**src/rtl/pi_mem_xfer_if.sv**
```systemverilog
`default_nettype none
// +----------------------------------------------------------------------+
// | pi_mem_xfer_if : Pi request handshake plus RAM bus for pi_mem_xfer   |
// | Rev 1.0                                                              |
// +----------------------------------------------------------------------+
interface pi_mem_xfer_if #(
  parameter int ADDR_WIDTH = 17,
  parameter int DATA_WIDTH = 8
);
  logic [ADDR_WIDTH-1:0] pi_addr;
  logic [DATA_WIDTH-1:0] pi_data_out;
  logic                  pi_rw_b;
  logic                  pi_pending;
  logic                  pi_done;
  logic [DATA_WIDTH-1:0] pi_data_in;
  logic                  slot_en;
  logic [ADDR_WIDTH-1:0] ram_addr;
  logic [DATA_WIDTH-1:0] ram_data_out;
  logic [DATA_WIDTH-1:0] ram_data_in;
  logic                  ram_data_oe;
  logic                  ram_oe_b;
  logic                  ram_we_b;
  logic                  busy;

  modport master (
    output pi_addr, pi_data_out, pi_rw_b, pi_pending, slot_en, ram_data_in,
    input  pi_done, pi_data_in, ram_addr, ram_data_out, ram_data_oe,
           ram_oe_b, ram_we_b, busy
  );

  modport slave (
    input  pi_addr, pi_data_out, pi_rw_b, pi_pending, slot_en, ram_data_in,
    output pi_done, pi_data_in, ram_addr, ram_data_out, ram_data_oe,
           ram_oe_b, ram_we_b, busy
  );
endinterface
`default_nettype wire

```
**src/rtl/pi_mem_xfer.sv**
```systemverilog
`default_nettype none
// +----------------------------------------------------------------------+
// | pi_mem_xfer : runs one Pi byte request as a RAM cycle in a Pi slot   |
// | Rev 1.0                                                              |
// +----------------------------------------------------------------------+
module pi_mem_xfer #(
  parameter int ADDR_WIDTH = 17,
  parameter int DATA_WIDTH = 8,
  parameter int RAM_WAIT   = 2
) (
  input  logic           sys_clk,
  input  logic           reset,
  pi_mem_xfer_if.slave   bus
);

  localparam int                CNT_W    = $clog2(RAM_WAIT + 1);
  localparam logic [CNT_W-1:0]  CNT_LOAD = CNT_W'(RAM_WAIT - 1);
  localparam logic [CNT_W-1:0]  CNT_ONE  = CNT_W'(1);

  typedef enum logic [2:0] {
    IDLE      = 3'd0,
    WAIT_SLOT = 3'd1,
    ACCESS    = 3'd2,
    RECOVER   = 3'd3,
    DONE      = 3'd4
  } state_t;

  state_t                state_q, state_d;
  logic [ADDR_WIDTH-1:0] req_addr_q, req_addr_d;
  logic [DATA_WIDTH-1:0] req_data_q, req_data_d;
  logic                  req_rw_b_q, req_rw_b_d;
  logic [CNT_W-1:0]      cnt_q, cnt_d;
  logic                  pi_done_q, pi_done_d;
  logic [DATA_WIDTH-1:0] pi_data_in_q, pi_data_in_d;
  logic [ADDR_WIDTH-1:0] ram_addr_q, ram_addr_d;
  logic [DATA_WIDTH-1:0] ram_data_out_q, ram_data_out_d;
  logic                  ram_data_oe_q, ram_data_oe_d;
  logic                  ram_oe_b_q, ram_oe_b_d;
  logic                  ram_we_b_q, ram_we_b_d;
  logic                  busy_q, busy_d;

  always_ff @(posedge sys_clk) begin
    if (reset) begin
      state_q        <= IDLE;
      req_addr_q     <= '0;
      req_data_q     <= '0;
      req_rw_b_q     <= 1'b1;
      cnt_q          <= '0;
      pi_done_q      <= 1'b0;
      pi_data_in_q   <= '0;
      ram_addr_q     <= '0;
      ram_data_out_q <= '0;
      ram_data_oe_q  <= 1'b0;
      ram_oe_b_q     <= 1'b1;
      ram_we_b_q     <= 1'b1;
      busy_q         <= 1'b0;
    end else begin
      state_q        <= state_d;
      req_addr_q     <= req_addr_d;
      req_data_q     <= req_data_d;
      req_rw_b_q     <= req_rw_b_d;
      cnt_q          <= cnt_d;
      pi_done_q      <= pi_done_d;
      pi_data_in_q   <= pi_data_in_d;
      ram_addr_q     <= ram_addr_d;
      ram_data_out_q <= ram_data_out_d;
      ram_data_oe_q  <= ram_data_oe_d;
      ram_oe_b_q     <= ram_oe_b_d;
      ram_we_b_q     <= ram_we_b_d;
      busy_q         <= busy_d;
    end
  end

  always_comb begin
    state_d        = state_q;
    req_addr_d     = req_addr_q;
    req_data_d     = req_data_q;
    req_rw_b_d     = req_rw_b_q;
    cnt_d          = cnt_q;
    pi_done_d      = pi_done_q;
    pi_data_in_d   = pi_data_in_q;
    ram_addr_d     = ram_addr_q;
    ram_data_out_d = ram_data_out_q;
    ram_data_oe_d  = ram_data_oe_q;
    ram_oe_b_d     = ram_oe_b_q;
    ram_we_b_d     = ram_we_b_q;

    case (state_q)
      // slot_en is deliberately not looked at here: a coincident slot is lost
      IDLE: begin
        if (bus.pi_pending && !pi_done_q) begin
          req_addr_d = bus.pi_addr;
          req_data_d = bus.pi_data_out;
          req_rw_b_d = bus.pi_rw_b;
          state_d    = WAIT_SLOT;
        end
      end

      WAIT_SLOT: begin
        if (!bus.pi_pending) begin
          state_d = IDLE;
        end else if (bus.slot_en) begin
          state_d    = ACCESS;
          ram_addr_d = req_addr_q;
          cnt_d      = CNT_LOAD;
          if (req_rw_b_q) begin
            ram_oe_b_d = 1'b0;
          end else begin
            ram_we_b_d     = 1'b0;
            ram_data_oe_d  = 1'b1;
            ram_data_out_d = req_data_q;
          end
        end
      end

      // Strobe length is fixed once started; a dropped request still finishes
      ACCESS: begin
        if (cnt_q == '0) begin
          if (req_rw_b_q) begin
            pi_data_in_d = bus.ram_data_in;
          end
          ram_oe_b_d = 1'b1;
          ram_we_b_d = 1'b1;
          state_d    = RECOVER;
        end else begin
          cnt_d = cnt_q - CNT_ONE;
        end
      end

      RECOVER: begin
        ram_data_oe_d = 1'b0;
        if (bus.pi_pending) begin
          pi_done_d = 1'b1;
          state_d   = DONE;
        end else begin
          state_d = IDLE;
        end
      end

      DONE: begin
        if (!bus.pi_pending) begin
          pi_done_d = 1'b0;
          state_d   = IDLE;
        end
      end

      default: begin
        state_d = IDLE;
      end
    endcase

    busy_d = (state_d != IDLE);
  end

  assign bus.pi_done      = pi_done_q;
  assign bus.pi_data_in   = pi_data_in_q;
  assign bus.ram_addr     = ram_addr_q;
  assign bus.ram_data_out = ram_data_out_q;
  assign bus.ram_data_oe  = ram_data_oe_q;
  assign bus.ram_oe_b     = ram_oe_b_q;
  assign bus.ram_we_b     = ram_we_b_q;
  assign bus.busy         = busy_q;

endmodule
`default_nettype wire
```
**src/flat_wrapper.sv**
```systemverilog
// flat-port wrapper written by rule: the top's interface ports become plain ports
module pi_mem_xfer_flat 
#(
  parameter int ADDR_WIDTH = 17,
  parameter int DATA_WIDTH = 8,
  parameter int RAM_WAIT   = 2
)
  (sys_clk, reset, bus_pi_addr, bus_pi_data_out, bus_pi_rw_b, bus_pi_pending, bus_slot_en, bus_ram_data_in, bus_pi_done, bus_pi_data_in, bus_ram_addr, bus_ram_data_out, bus_ram_data_oe, bus_ram_oe_b, bus_ram_we_b, bus_busy);
  pi_mem_xfer_if #(.ADDR_WIDTH(ADDR_WIDTH), .DATA_WIDTH(DATA_WIDTH)) bus_i ();
  input  logic sys_clk;
  input  logic reset;
  input wire logic [$bits(bus_i.pi_addr)-1:0] bus_pi_addr;
  input wire logic [$bits(bus_i.pi_data_out)-1:0] bus_pi_data_out;
  input wire logic [$bits(bus_i.pi_rw_b)-1:0] bus_pi_rw_b;
  input wire logic [$bits(bus_i.pi_pending)-1:0] bus_pi_pending;
  input wire logic [$bits(bus_i.slot_en)-1:0] bus_slot_en;
  input wire logic [$bits(bus_i.ram_data_in)-1:0] bus_ram_data_in;
  output wire logic [$bits(bus_i.pi_done)-1:0] bus_pi_done;
  output wire logic [$bits(bus_i.pi_data_in)-1:0] bus_pi_data_in;
  output wire logic [$bits(bus_i.ram_addr)-1:0] bus_ram_addr;
  output wire logic [$bits(bus_i.ram_data_out)-1:0] bus_ram_data_out;
  output wire logic [$bits(bus_i.ram_data_oe)-1:0] bus_ram_data_oe;
  output wire logic [$bits(bus_i.ram_oe_b)-1:0] bus_ram_oe_b;
  output wire logic [$bits(bus_i.ram_we_b)-1:0] bus_ram_we_b;
  output wire logic [$bits(bus_i.busy)-1:0] bus_busy;
  assign bus_i.pi_addr = bus_pi_addr;
  assign bus_i.pi_data_out = bus_pi_data_out;
  assign bus_i.pi_rw_b = bus_pi_rw_b;
  assign bus_i.pi_pending = bus_pi_pending;
  assign bus_i.slot_en = bus_slot_en;
  assign bus_i.ram_data_in = bus_ram_data_in;
  assign bus_pi_done = bus_i.pi_done;
  assign bus_pi_data_in = bus_i.pi_data_in;
  assign bus_ram_addr = bus_i.ram_addr;
  assign bus_ram_data_out = bus_i.ram_data_out;
  assign bus_ram_data_oe = bus_i.ram_data_oe;
  assign bus_ram_oe_b = bus_i.ram_oe_b;
  assign bus_ram_we_b = bus_i.ram_we_b;
  assign bus_busy = bus_i.busy;
  pi_mem_xfer #(.ADDR_WIDTH(ADDR_WIDTH), .DATA_WIDTH(DATA_WIDTH), .RAM_WAIT(RAM_WAIT)) u_core (.sys_clk(sys_clk), .reset(reset), .bus(bus_i));
endmodule
```
**config.mk**
```make
export PLATFORM = sky130hd
export DESIGN_NAME = pi_mem_xfer_flat
export DESIGN_NICKNAME = d
export VERILOG_FILES = /design/src/rtl/pi_mem_xfer_if.sv /design/src/rtl/pi_mem_xfer.sv /design/src/flat_wrapper.sv
export SDC_FILE = /design/constraint.sdc
export NUM_CORES = 1
export LEC_CHECK = 0
export ABC_AREA = 0
export BUFFER_PORTS_ARGS = -buffer_cell sky130_fd_sc_hd__buf_2
export CORE_MARGIN = 10
export CORE_UTILIZATION = 25
export DETAILED_ROUTE_END_ITERATION = 7
export HOLD_SLACK_MARGIN = 0.08
export PLACE_DENSITY_LB_ADDON = 0.05
export SLEW_MARGIN = 0
export SYNTH_ARGS = -nofsm -noshare
export SYNTH_HDL_FRONTEND = slang
export SYNTH_SLANG_ARGS = --single-unit
```
**constraint.sdc**
```tcl
create_clock -name sys_clk -period 3.9 [get_ports sys_clk]
set_clock_uncertainty 0.2 [all_clocks]
set_input_delay 0 -clock sys_clk [delete_from_list [all_inputs] [get_ports sys_clk]]
set_output_delay 0 -clock sys_clk [all_outputs]
set_load 0.1 [all_outputs]
```
## Yosys cells after proc, flatten, opt, wreduce, memory -nomap -nowiden

Cells that the tools add are included.

| storage, ports and cells | value |
|---|---|
| register bits | 69 |
| bits of input ports | 38 |
| logic and storage cells | 71 |

| cells by class | value |
|---|---|
| add/subtract/negate cells | 1 |
| equality and inequality tests | 12 |
| muxes and demuxes | 27 |
| bitwise logic cells | 1 |
| reduce and logical (&&, ||, !) cells | 17 |

Operators by type and width:

| cell | count |
|---|---|
| $mux W3 | 6 |
| $pmux W3 S5 | 1 |
| $mux W1 | 12 |
| $ne A2 B2 Y1 const B | 6 |
| $reduce_and A4 Y1 | 3 |
| $reduce_and A5 Y1 | 2 |
| $reduce_and A3 Y1 | 3 |
| $pmux W1 S2 | 4 |
| $eq A3 B2 Y1 const B | 2 |
| $mux W2 | 3 |
| $reduce_bool A2 Y1 | 3 |
| $ne A2 B1 Y1 const B | 2 |
| $pmux W2 S2 | 1 |
| $eq A3 B1 Y1 const B | 1 |
| $eq A3 B3 Y1 const B | 1 |
| $logic_not A3 Y1 | 1 |
| $reduce_bool A3 Y1 | 1 |
| $logic_not A2 Y1 | 1 |
| $reduce_and A2 Y1 | 1 |
| $sub A2 B1 Y2 const B | 1 |
| $logic_and A1 B1 Y1 | 1 |
| $logic_not A1 Y1 | 1 |
| $not A1 Y1 | 1 |

## Depth between registers and ports, before layout

| depth | value |
|---|---|
| depth in word-level cells | 5 |
| mapped depth | 6 |

## Worst setup path after synthesis

No wires, ideal clock.

| timing path | value |
|---|---|
| path kind | reg2reg |
| start point | register u_core.pi_done_q, in the netlist u_core.bus.pi_done |
| end point | register u_core.req_addr_q[11] |
| library setup time | 132 ps |
| data arrival time | 1789 ps |
| data required time | 3568 ps |
| setup slack | 1779 ps |
| stages on the path, launching flop included | 6 |
| buffers on the path | 2 |
| clock period less this slack | 2121 ps |
| path through | dfxtp_1 or4b_4 buf_6 buf_6 o21ai_1 a21oi_1 |

| between the ends | value |
|---|---|
| cells in the longest elaborated chain, start to end | 3 |

RTL lines:

| what | RTL line | text |
|---|---|---|
| start: declaration | pi_mem_xfer.sv:33 | `logic pi_done_q, pi_done_d;` |
| start signal: assignment | pi_mem_xfer.sv:63 | `pi_done_q <= pi_done_d;` |
| $logic_not A1 Y1 | pi_mem_xfer.sv:91 | `if (bus.pi_pending && !pi_done_q) begin` |
| $logic_and A1 B1 Y1 | pi_mem_xfer.sv:91 |  |
| $reduce_and A2 Y1 (no source line) | n/a |  |
| end signal: assignment | pi_mem_xfer.sv:59 | `req_addr_q <= req_addr_d;` |
| end: declaration | pi_mem_xfer.sv:29 | `logic [ADDR_WIDTH-1:0] req_addr_q, req_addr_d;` |

No other way between the ends.
A chain may end at the register's enable or synchronous reset.

## Worst setup path in the final report

| timing path | value |
|---|---|
| start point | register u_core.state_q[0] |
| end point | register u_core.ram_data_out_q[5], in the netlist u_core.bus.ram_data_out[5] |

| between the ends | value |
|---|---|
| cells in the longest elaborated chain, start to end | 2 |

RTL lines:

| what | RTL line | text |
|---|---|---|
| start: declaration | pi_mem_xfer.sv:28 | `state_t state_q, state_d;` |
| start signal: assignment | pi_mem_xfer.sv:58 | `state_q <= state_d;` |
| $eq A3 B1 Y1 | pi_mem_xfer.sv:88 | `case (state_q)` |
| $reduce_and A4 Y1 (no source line) | n/a |  |
| end signal: assignment | pi_mem_xfer.sv:66 | `ram_data_out_q <= ram_data_out_d;` |
| end: declaration | pi_mem_xfer.sv:36 | `logic [DATA_WIDTH-1:0] ram_data_out_q, ram_data_out_d;` |

No other way between the ends.

==> impl_metrics.toml <==
[run_status]
status = "finished clean"

[yosys]
synthArstFlopShare = 0
yosysWarnings = 0
netlist-cell-type-count = 40
syn_nets = 369
synth_edf_count = 0
yosys.area.top_type_share = 0.477
synth_commonest_cells = "69 x dfxtp_1, 57 x a21oi_1, 34 x o21ai_0"
yosys.area.top_type = "dfxtp_1"
netlist_area_um2 = 2900
syn_avg_cell_area_um2 = 8.78
synth_seq_area_share = 0.477
syn_inst = 330
synth_top_flop_cell = "dfxtp_1"
synth_area_leaders = "dfxtp_1 48%, a21oi_1 9.8%, nand3b_1 7.3%"
synth_seq_cells = 69
yosysMostFrequentCell = "dfxtp_1"

[cts]
h-tree-depth = 3
root_buffer = "clkbuf_16"
cts_setup_buffers = 0
cts_tree = "done"
clock_latency_ns = 0.32
cts_buffers = 9
cts-resized-gates = 0
hold_buffers = 36
clock-sinks = 69
clk_pin_slew_ns = 0.06
ctsLongestPathBuffers = 2

[global_routing]
grt_pass1_vias = 2706
grt_max_degree = 60
track_usage = 0.108
grt_pass1_wl_um = 14400
antenna_found_initial = 0
grt.overflow.total = 0

[job]
maxCapViolCount = 0

[final_layout]
drive_gt1_frac = 0.239
layout.area.seq_um2 = 1380
utilization = 0.347
multiInputGateArea_um2 = 1330
antenna_cells = 0
syn2layout_area_growth_pct = 36.4
nFillCells = 1229
final_nets = 463

[placed_design]
dp_hpwl_um = 5550
gp_congestion = 0.696
numPortBuffers = 75

[routing]
vias = 2680
drc = 0
firstDrtPassIters = 4
final_antenna_net_count = 0
first_iter_violations = 116
wl_per_cell_um = 15.7
viasPerCell = 4.70
wl_um = 8970

[floorplanning]
die-area_um2 = 16300
ioPinCount = 76
coreArea_um2 = 11400
chipHeight_um = 128
die_w_um = 128
initial_core_util = 0.255
rows = 39

[timing]
fmax_ghz = 0.395
rsz0062_at_grt = "false"
finalSetupViolCount = 0
period_share = 0.649
relSlewSlack = 0.410
whs_ns = 0.114
final_max_slew_viol_count = 0
fin_tns_setup_ns = 0
worst-slew-pin-transition_ns = 0.881
hold_violations = 0
layout_min_cycle_time_ns = 2.53

[pwr]
irDropWorstVdd_mv = 0.161
p_leak_nw = 1.55
power_density_nw_per_um2 = 429

[setup_path]
startpoint_type = "flop"
crit_path_start = "u_core.state_q[0]$_SDFF_PP0_"
worstPathArrival_ns = 2.58
crit_type = "reg -> reg"
crit_fanout = 19
crit_required_ns = 3.95
reg2reg_from = "u_core.state_q[0]$_SDFF_PP0_"
worstSetupEndpointType = "flop"

[hold_path]
worstHoldStart = "reset"
min_path_type = "in -> reg"
[state kept, by name, indices dropped and copies added (netlist names)]
name and flops:
u_core.bus.busy 1, u_core.bus.pi_data_in 8, u_core.bus.pi_done 1, u_core.bus.ram_addr 17, u_core.bus.ram_data_oe 1, u_core.bus.ram_data_out 8, u_core.bus.ram_oe_b 1, u_core.bus.ram_we_b 1
u_core.cnt_q 2, u_core.req_addr_q 17, u_core.req_data_q 8, u_core.req_rw_b_q 1, u_core.state_q 3
[metal layers]
metal	wire length (um)	GRT usage	part of all wire	vias to the layer above
li1	-	-	-	1367
met1	4350	0.139	0.48	1245
met2	4000	0.167	0.45	62
met3	525	0.0360	0.059	6
met4	91	0.0318	0.010	0
met5	0	0	0	-
[through the flow]
stage | cells | cell area (um2) | power (mW) | setup WS [ns]
6_report | 570 | 3950 | 1.70 | 1.37
3_5_place_dp | 520 | 3320 | 0.936 | 1.31
4_1_cts | 570 | 3950 | 1.72 | 1.28
3_3_place_gp | 520 | 3320 | 0.935 | 1.39
5_1_grt | 570 | 3950 | 1.77 | 1.10
2_1_floorplan | 330 | 2900 | 0.887 | 1.78
[cell families (layout without fill, tap and decap cells)]
| kind of cell | Yosys count | in the layout | share of synthesized area |
|---|---|---|---|
| mux | 7 | 7 | 0.0242 |
| simple gates | 93 | 93 | 0.206 |
| compound gates | 121 | 121 | 0.224 |
| flops | 69 | 69 | 0.477 |
| fa+ha+maj | 1 | 1 | 0.00432 |
| buf+inv | 39 | 136 | 0.0652 |
[final cells by class]
class                           instances  share of cell area
Sequential cell                        69               0.350
Tap cell                              143              0.0453
Timing Repair Buffer                  115               0.194
Clock buffer                           13              0.0659
Inverter                                7             0.00665
Clock inverter                          1             0.00190
Multi-Input combinational cell        222               0.336
[final timing paths]
| check | end | slack [ns] | depth (start not counted) |
|---|---|---|---|
| max | u_core.bus.ram_data_out[5]$_SDFFE_PP0P_ | 1.37 | 3 |
| min | u_core.bus.pi_data_in[3]$_SDFFE_PP0P_ | 0.11 | 3 |
| max reg2reg | u_core.bus.ram_data_out[5]$_SDFFE_PP0P_ | 1.37 | 3 |
| min reg2reg | u_core.bus.ram_data_out[6]$_SDFFE_PP0P_ | 0.25 | 2 |
[power by group]
group	total, mW	internal (mW)	leakage [nW]	switching [mW]
sequential	0.749	0.730	0.562	0.0196
clock	0.751	0.459	0.128	0.292
combinational	0.196	0.0740	0.858	0.122
[placed cells by master, fill, tap and decap left out, types with 9 or more instances in the layout]
cell type / instances
o21ai_1: 18
buf_2: 75
clkbuf_16: 9
dlygate4sd3_1: 36
nand3_1: 27
nand2_1: 15
a21oi_1: 57
dfxtp_1: 68
nand3b_1: 28
o21ai_0: 34
[worst max-delay path, cell delays in order (launching register included)]
cell and delay [ns]:
dfxtp_1 0.69, nand3b_1 0.67, nor3_4 0.65, mux2i_1 0.24
(Power assumes the default switching activity.)
